File: src/rtl/fclass_pipe.sv
// Two-stage floating-point classifier producing the one-hot class mask, with valid/ready flow control.
// Optional per-class saturating statistics counters are enabled by defining FCLASS_COUNT_EN.
module fclass_pipe #(
    parameter int XLEN = 64,
    parameter int FLEN = 64,
    parameter int CNTW = 16
) (
    input  logic            clk,
    input  logic            reset,
    input  logic            InValid,
    output logic            InReady,
    input  logic [FLEN-1:0] X,
    input  logic [1:0]      Fmt,
    input  logic            Flush,
    output logic            OutValid,
    input  logic            OutReady,
    output logic [XLEN-1:0] ClassRes,
    input  logic [3:0]      CntSel,
    input  logic            CntClear,
    output logic [CNTW-1:0] CntVal
);

    logic        s1Valid, s2Valid;
    logic        s1Sign, s1ExpOnes, s1ExpZero, s1FracZero, s1FracMsb, s1BoxFail;
    logic        s2Load, s1Advance, accept;
    logic [63:0] xw;
    logic        box32Ok, box16Ok;
    logic        dSign, dExpOnes, dExpZero, dFracZero, dFracMsb, dBoxFail;
    logic [9:0]  classNext;

    assign OutValid  = s2Valid;
    assign s2Load    = ~s2Valid | OutReady;
    assign s1Advance = s1Valid & s2Load;
    assign InReady   = ~reset & ~Flush & (~s1Valid | s1Advance);
    assign accept    = InValid & InReady;

    // A narrower operand is only legal when every bit above it is one (NaN boxing).
    assign xw      = 64'(X);
    assign box32Ok = &(X | FLEN'(32'hFFFF_FFFF));
    assign box16Ok = &(X | FLEN'(16'hFFFF));

    always_comb begin
        dSign     = 1'b0;
        dExpOnes  = 1'b0;
        dExpZero  = 1'b0;
        dFracZero = 1'b0;
        dFracMsb  = 1'b0;
        dBoxFail  = 1'b1;
        case (Fmt)
            2'b00: begin
                dSign     = xw[31];
                dExpOnes  = &xw[30:23];
                dExpZero  = ~|xw[30:23];
                dFracZero = ~|xw[22:0];
                dFracMsb  = xw[22];
                dBoxFail  = ~box32Ok;
            end
            2'b01: begin
                dSign     = xw[63];
                dExpOnes  = &xw[62:52];
                dExpZero  = ~|xw[62:52];
                dFracZero = ~|xw[51:0];
                dFracMsb  = xw[51];
                dBoxFail  = (FLEN != 64);
            end
            2'b10: begin
                dSign     = xw[15];
                dExpOnes  = &xw[14:10];
                dExpZero  = ~|xw[14:10];
                dFracZero = ~|xw[9:0];
                dFracMsb  = xw[9];
                dBoxFail  = ~box16Ok;
            end
            default: dBoxFail = 1'b1;
        endcase
    end

    // Stage 1 captures the unpacked field flags of each accepted operand.
    always_ff @(posedge clk) begin
        if (reset) begin
            s1Valid    <= 1'b0;
            s1Sign     <= 1'b0;
            s1ExpOnes  <= 1'b0;
            s1ExpZero  <= 1'b0;
            s1FracZero <= 1'b0;
            s1FracMsb  <= 1'b0;
            s1BoxFail  <= 1'b0;
        end else if (Flush) begin
            s1Valid <= 1'b0;
        end else if (accept) begin
            s1Valid    <= 1'b1;
            s1Sign     <= dSign;
            s1ExpOnes  <= dExpOnes;
            s1ExpZero  <= dExpZero;
            s1FracZero <= dFracZero;
            s1FracMsb  <= dFracMsb;
            s1BoxFail  <= dBoxFail;
        end else if (s1Advance) begin
            s1Valid <= 1'b0;
        end
    end

    // Bad boxing and unsupported formats both collapse to the canonical quiet NaN.
    always_comb begin
        classNext = 10'h000;
        if (s1BoxFail) begin
            classNext = 10'h200;
        end else if (s1ExpOnes) begin
            if (s1FracZero)     classNext = s1Sign ? 10'h001 : 10'h080;
            else if (s1FracMsb) classNext = 10'h200;
            else                classNext = 10'h100;
        end else if (s1ExpZero) begin
            if (s1FracZero) classNext = s1Sign ? 10'h008 : 10'h010;
            else            classNext = s1Sign ? 10'h004 : 10'h020;
        end else begin
            classNext = s1Sign ? 10'h002 : 10'h040;
        end
    end

    always_ff @(posedge clk) begin
        if (reset) begin
            s2Valid  <= 1'b0;
            ClassRes <= '0;
        end else if (Flush) begin
            s2Valid <= 1'b0;
        end else if (s2Load) begin
            s2Valid <= s1Valid;
            if (s1Valid) ClassRes <= XLEN'(classNext);
        end
    end

`ifdef FCLASS_COUNT_EN
    logic [CNTW-1:0] cnt [10];

    // Clearing beats counting; a full counter sticks at all-ones.
    always_ff @(posedge clk) begin
        if (reset || CntClear) begin
            for (int k = 0; k < 10; k++) cnt[k] <= '0;
        end else if (s2Valid && OutReady) begin
            for (int k = 0; k < 10; k++) begin
                if (ClassRes[k] && !(&cnt[k])) cnt[k] <= cnt[k] + CNTW'(1);
            end
        end
    end

    always_comb begin
        CntVal = '0;
        if (CntSel < 4'd10) CntVal = cnt[CntSel];
    end
`else
    logic unusedCnt;
    assign unusedCnt = ^{CntSel, CntClear};
    assign CntVal    = '0;
`endif

endmodule
File: config.mk
export PLATFORM = sky130hd
export DESIGN_NAME = fclass_pipe
export DESIGN_NICKNAME = d
export VERILOG_FILES = /design/src/rtl/fclass_pipe.sv
export SDC_FILE = /design/constraint.sdc
export NUM_CORES = 1
export LEC_CHECK = 0
export ABC_AREA = 1
export BUFFER_PORTS_ARGS = -buffer_cell sky130_fd_sc_hd__clkbuf_2
export CAP_MARGIN = 0
export CELL_PAD_IN_SITES_DETAIL_PLACEMENT = 1
export CELL_PAD_IN_SITES_GLOBAL_PLACEMENT = 1
export CORE_AREA = 8 8 97 99
export CTS_CLUSTER_SIZE = 12
export DETAILED_ROUTE_END_ITERATION = 6
export DIE_AREA = 0 0 105 107
export PLACE_DENSITY = 0.79
export SLEW_MARGIN = 20
export SYNTH_ARGS = -nofsm -noshare
export SYNTH_HDL_FRONTEND = slang
export SYNTH_SLANG_ARGS = --single-unit
File: constraint.sdc
create_clock -name clk -period 1.31 [get_ports clk]
set_clock_uncertainty 0.15 [all_clocks]
set_input_delay 0.0655 -clock clk [delete_from_list [all_inputs] [get_ports clk]]
set_output_delay 0.0655 -clock clk [all_outputs]
set_load 0.1 [all_outputs]
==> flow_metrics.py <==
metrics = {
    "run_status": {
        "outcome": "finished with violations",
        "violations": "hold timing, setup timing",
    },
    "floorplanning": {
        "std_cell_rows": 33,
        "coreArea_mm2": 0.00793,
        "dieHeight_um": 107,
        "initial_utilization_pct": 23.2,
        "die_w_um": 105,
        "dieArea_mm2": 0.0112,
        "io_pins": 158,
    },
    "clock_network": {
        "htreeDepth": 1,
        "numCtsBuffers": 3,
        "postCtsHoldBufs": 1,
        "path_clk_slew_ns": 0.07,
        "clock_latency_ns": 0.25,
        "cts_tree": "built",
        "clock_path_buffers": 2,
        "clock_sinks": 18,
        "cts_root_buffer": "clkbuf_8",
    },
    "route": {
        "antenna_left": 0,
        "wl_per_cell_um": 12.7,
        "vias": 1886,
        "firstDrtPassIters": 4,
        "routed_wl_um": 6010,
        "drc": 0,
        "drt-initial-drc-count": 27,
        "viasPerCell": 3.97,
    },
    "power": {
        "pwr-share-clk_pct": 18.9,
        "power.internal_mw": 1.01,
        "p_leak_nw": 1.16,
        "swShare_pct": 56.5,
        "power_mw": 2.33,
        "power.density_mw_per_mm2": 931,
        "irDropWorstVdd_mv": 0.403,
        "p_switching_mw": 1.31,
        "p_seq_share_pct": 24.8,
        "combPwrFrac_pct": 56.3,
    },
    "global_routing": {
        "grt_max_degree": 20,
        "grt_first_pass_wirelength_um": 9650,
        "grt_pass1_vias": 2211,
        "antenna_found_initial": 0,
        "grt_overflow": 0,
        "grt_use_total_pct": 10.1,
    },
    "finish": {
        "n_fill_cell": 1057,
        "design_area_mm2": 0.00250,
        "diodes": 0,
        "syn2layout_area_growth_pct": 36.0,
        "drive_above_1_share_pct": 38.1,
        "finalNetCount": 447,
        "final_util_pct": 31.5,
        "stdcell_count": 475,
    },
    "timing": {
        "tns_ns": -0.884,
        "hold_slack_ns": -0.0475,
        "setup_viol": 14,
        "fmax_mhz": 679,
        "layout_setup_ws_ns": -0.162,
        "finalCritPeriodShare_pct": 112,
        "final_hold_viol_count": 1,
        "rsz0062_at_grt": "true",
        "finalCriticalPeriod_ns": 1.47,
        "slew_violations": 0,
    },
    "critical_path": {
        "reg2regPathDepth": 11,
        "rr_startpoint": "OutValid",
        "cp_data_arrival_time_ns": 1.26,
        "r2r-end": "s1FracMsb",
        "slowest_delay_ns": 0.36,
        "worst_path_most_repeated_cell": "inv_2",
        "critPathLaunchType": "flop",
        "path_max_fanout": 2,
        "cp.required_ns": 1.09,
        "setup.worst_path.start": "OutValid",
        "crit_path_top_delay_cell": "dfxtp_4",
        "cp_num_buf_inv": 5,
        "crit_family": "buffers and inverters",
        "worstSetupEndpointType": "primary output",
        "path_cells": "inv_4 > nor2_4 > inv_2 > nor2_2 > inv_2 > nand2_4 > clkinvlp_4 > buf_12",
        "crit_type": "flop to primary output",
        "regToRegSetupSlack_ns": -0.11,
    },
    "synthesis": {
        "yosysWarnings": 0,
        "synth-simple-area-share_pct": 36.5,
        "netlist_area_mm2": 0.00184,
        "synth_top_family_by_area": "simple AND/OR/NAND/NOR gates",
        "synthMuxAreaShare_pct": 0,
        "synth-compound-area-share_pct": 10.1,
        "ys_seq_area_share_pct": 19.6,
        "ys_top_cells_by_area": "buf_4 29%, dfxtp_1 20%, nand2_1 8.8%",
        "synth_xor_xnor_area_share_pct": 0,
        "yosys.area.top_type": "buf_4",
        "synth.avg_cell_area_um2": 6.64,
        "yosysTopAreaCellShare_pct": 29.0,
        "syn_inst": 277,
        "async_flop_share_pct": 0,
        "synth_ff_type": "dfxtp_1",
        "synth-seq-cells": 18,
        "synth_commonest_cells": "71 x buf_4, 43 x nand2_1, 39 x nor2_1",
        "synth_cell_types": 29,
        "synth_fa_ha_area_share_pct": 0,
        "synth_edf_count": 0,
        "yosysMostFrequentCell": "buf_4",
    },
    "min_path": {
        "min_from": "OutReady",
        "hold_end": "OutValid",
        "whs_path_depth": 4,
        "hp-class": "input pin to flop",
    },
    "place": {
        "routabilityCongestion": 0.711,
        "dpl.cell_count": 466,
        "placed_area_mm2": 0.00236,
        "hpwlAfterDp_um": 5620,
        "portBuffers": 82,
    },
    "flow_run": {
        "cap_violations": 0,
    },
}
per-stage QoR:
stage	setup WS, ns	hold WS, ns
after floorplan	-0.298	0.0782
after global placement	-0.00290	0.213
after detailed placement	-0.0520	0.227
after CTS	-0.171	-0.0515
after global routing	-0.214	-0.0473
final	-0.162	-0.0475
sequential cells by signal (all words and copies together), names as in the netlist:
name        cells
ClassRes       10
OutValid        1
s1BoxFail       1
s1ExpOnes       1
s1ExpZero       1
s1FracMsb       1
s1FracZero      1
s1Sign          1
s1Valid         1
cell type report:
cell class	instances	area, µm²	share of cell area [%]
multi-input cells	237	1170	46.8
clock buffers	4	55.1	2.20
inverters	19	82.6	3.30
well taps	105	131	5.26
flip-flops and latches	18	377	15.1
repair buffers	92	684	27.4
worst reg2reg max path: cells and delay by family (launching register included):
kind                   cells  cell delay [ns]
AND/OR/NAND/NOR            5             0.35
flip-flops                 1             0.35
AO/OA/AOI/OAI              1             0.04
buffers and inverters      5             0.41
logic make-up (layout without fill, tap and decap cells):
| family | Yosys count | in the layout |
|---|---|---|
| other | 1 | 70 |
| buffers and inverters | 91 | 115 |
| AOI/OAI and AO/OA | 30 | 30 |
| and+or+nand+nor | 137 | 137 |
| DFF | 18 | 18 |
routing by layer:
metal,up-vias,part of all wire [%],GRT usage (%)
li1,958,-,-
met1,848,38,10.1
met2,72,56,20.5
met3,8,4.5,2.52
met4,0,1.2,2.04
met5,-,0,0
how the worst max path moves through the flow:
stage | endpoint | slack, ns | depth (start not counted)
floorplan | InReady | -0.30 | 7
global placement | s1BoxFail | -0.003 | 10
detailed placement | s1BoxFail | -0.05 | 10
CTS | InReady | -0.17 | 8
global route | InReady | -0.21 | 8
finish | InReady | -0.16 | 8
power groups by stage:
stage | clock, mW | combinational [mW] | sequential [mW]
after floorplan | 0 | 1.16 | 0.658
after global placement | 0 | 1.28 | 0.588
after detailed placement | 0 | 1.29 | 0.589
after CTS | 0.454 | 1.29 | 0.577
after global routing | 0.475 | 1.36 | 0.579
final | 0.439 | 1.31 | 0.578
placed cells by master, fill, tap and decap left out, drive strengths merged:
| cell | netlist | final |
|---|---|---|
| clkbuf | 0 | 74 |
| conb | 1 | 70 |
| nor2 | 48 | 48 |
| nand2 | 44 | 44 |
| buf | 72 | 21 |
| nand3 | 18 | 18 |
| dfxtp | 18 | 18 |
| inv | 18 | 17 |
| a21oi | 13 | 13 |
| nand4 | 12 | 12 |
| o21ai | 12 | 12 |
| nor3 | 8 | 8 |
| o211a | 4 | 4 |
| nor4 | 4 | 4 |
| clkinvlp | 0 | 1 |
| clkinv | 1 | 1 |
| or2 | 1 | 1 |
| nand3b | 1 | 1 |
| a31oi | 1 | 1 |
| or3 | 1 | 1 |
| dlygate4sd3 | 0 | 1 |
repair_timing:
action | CTS | global route
setup buffers | 3 | 1
endpoints found under the setup margin | 7 | 17
pin swaps | 3 | 0
gates resized for setup | 6 | 14
endpoints found under the hold margin | 2 | 1
(Power assumes the default switching activity.)
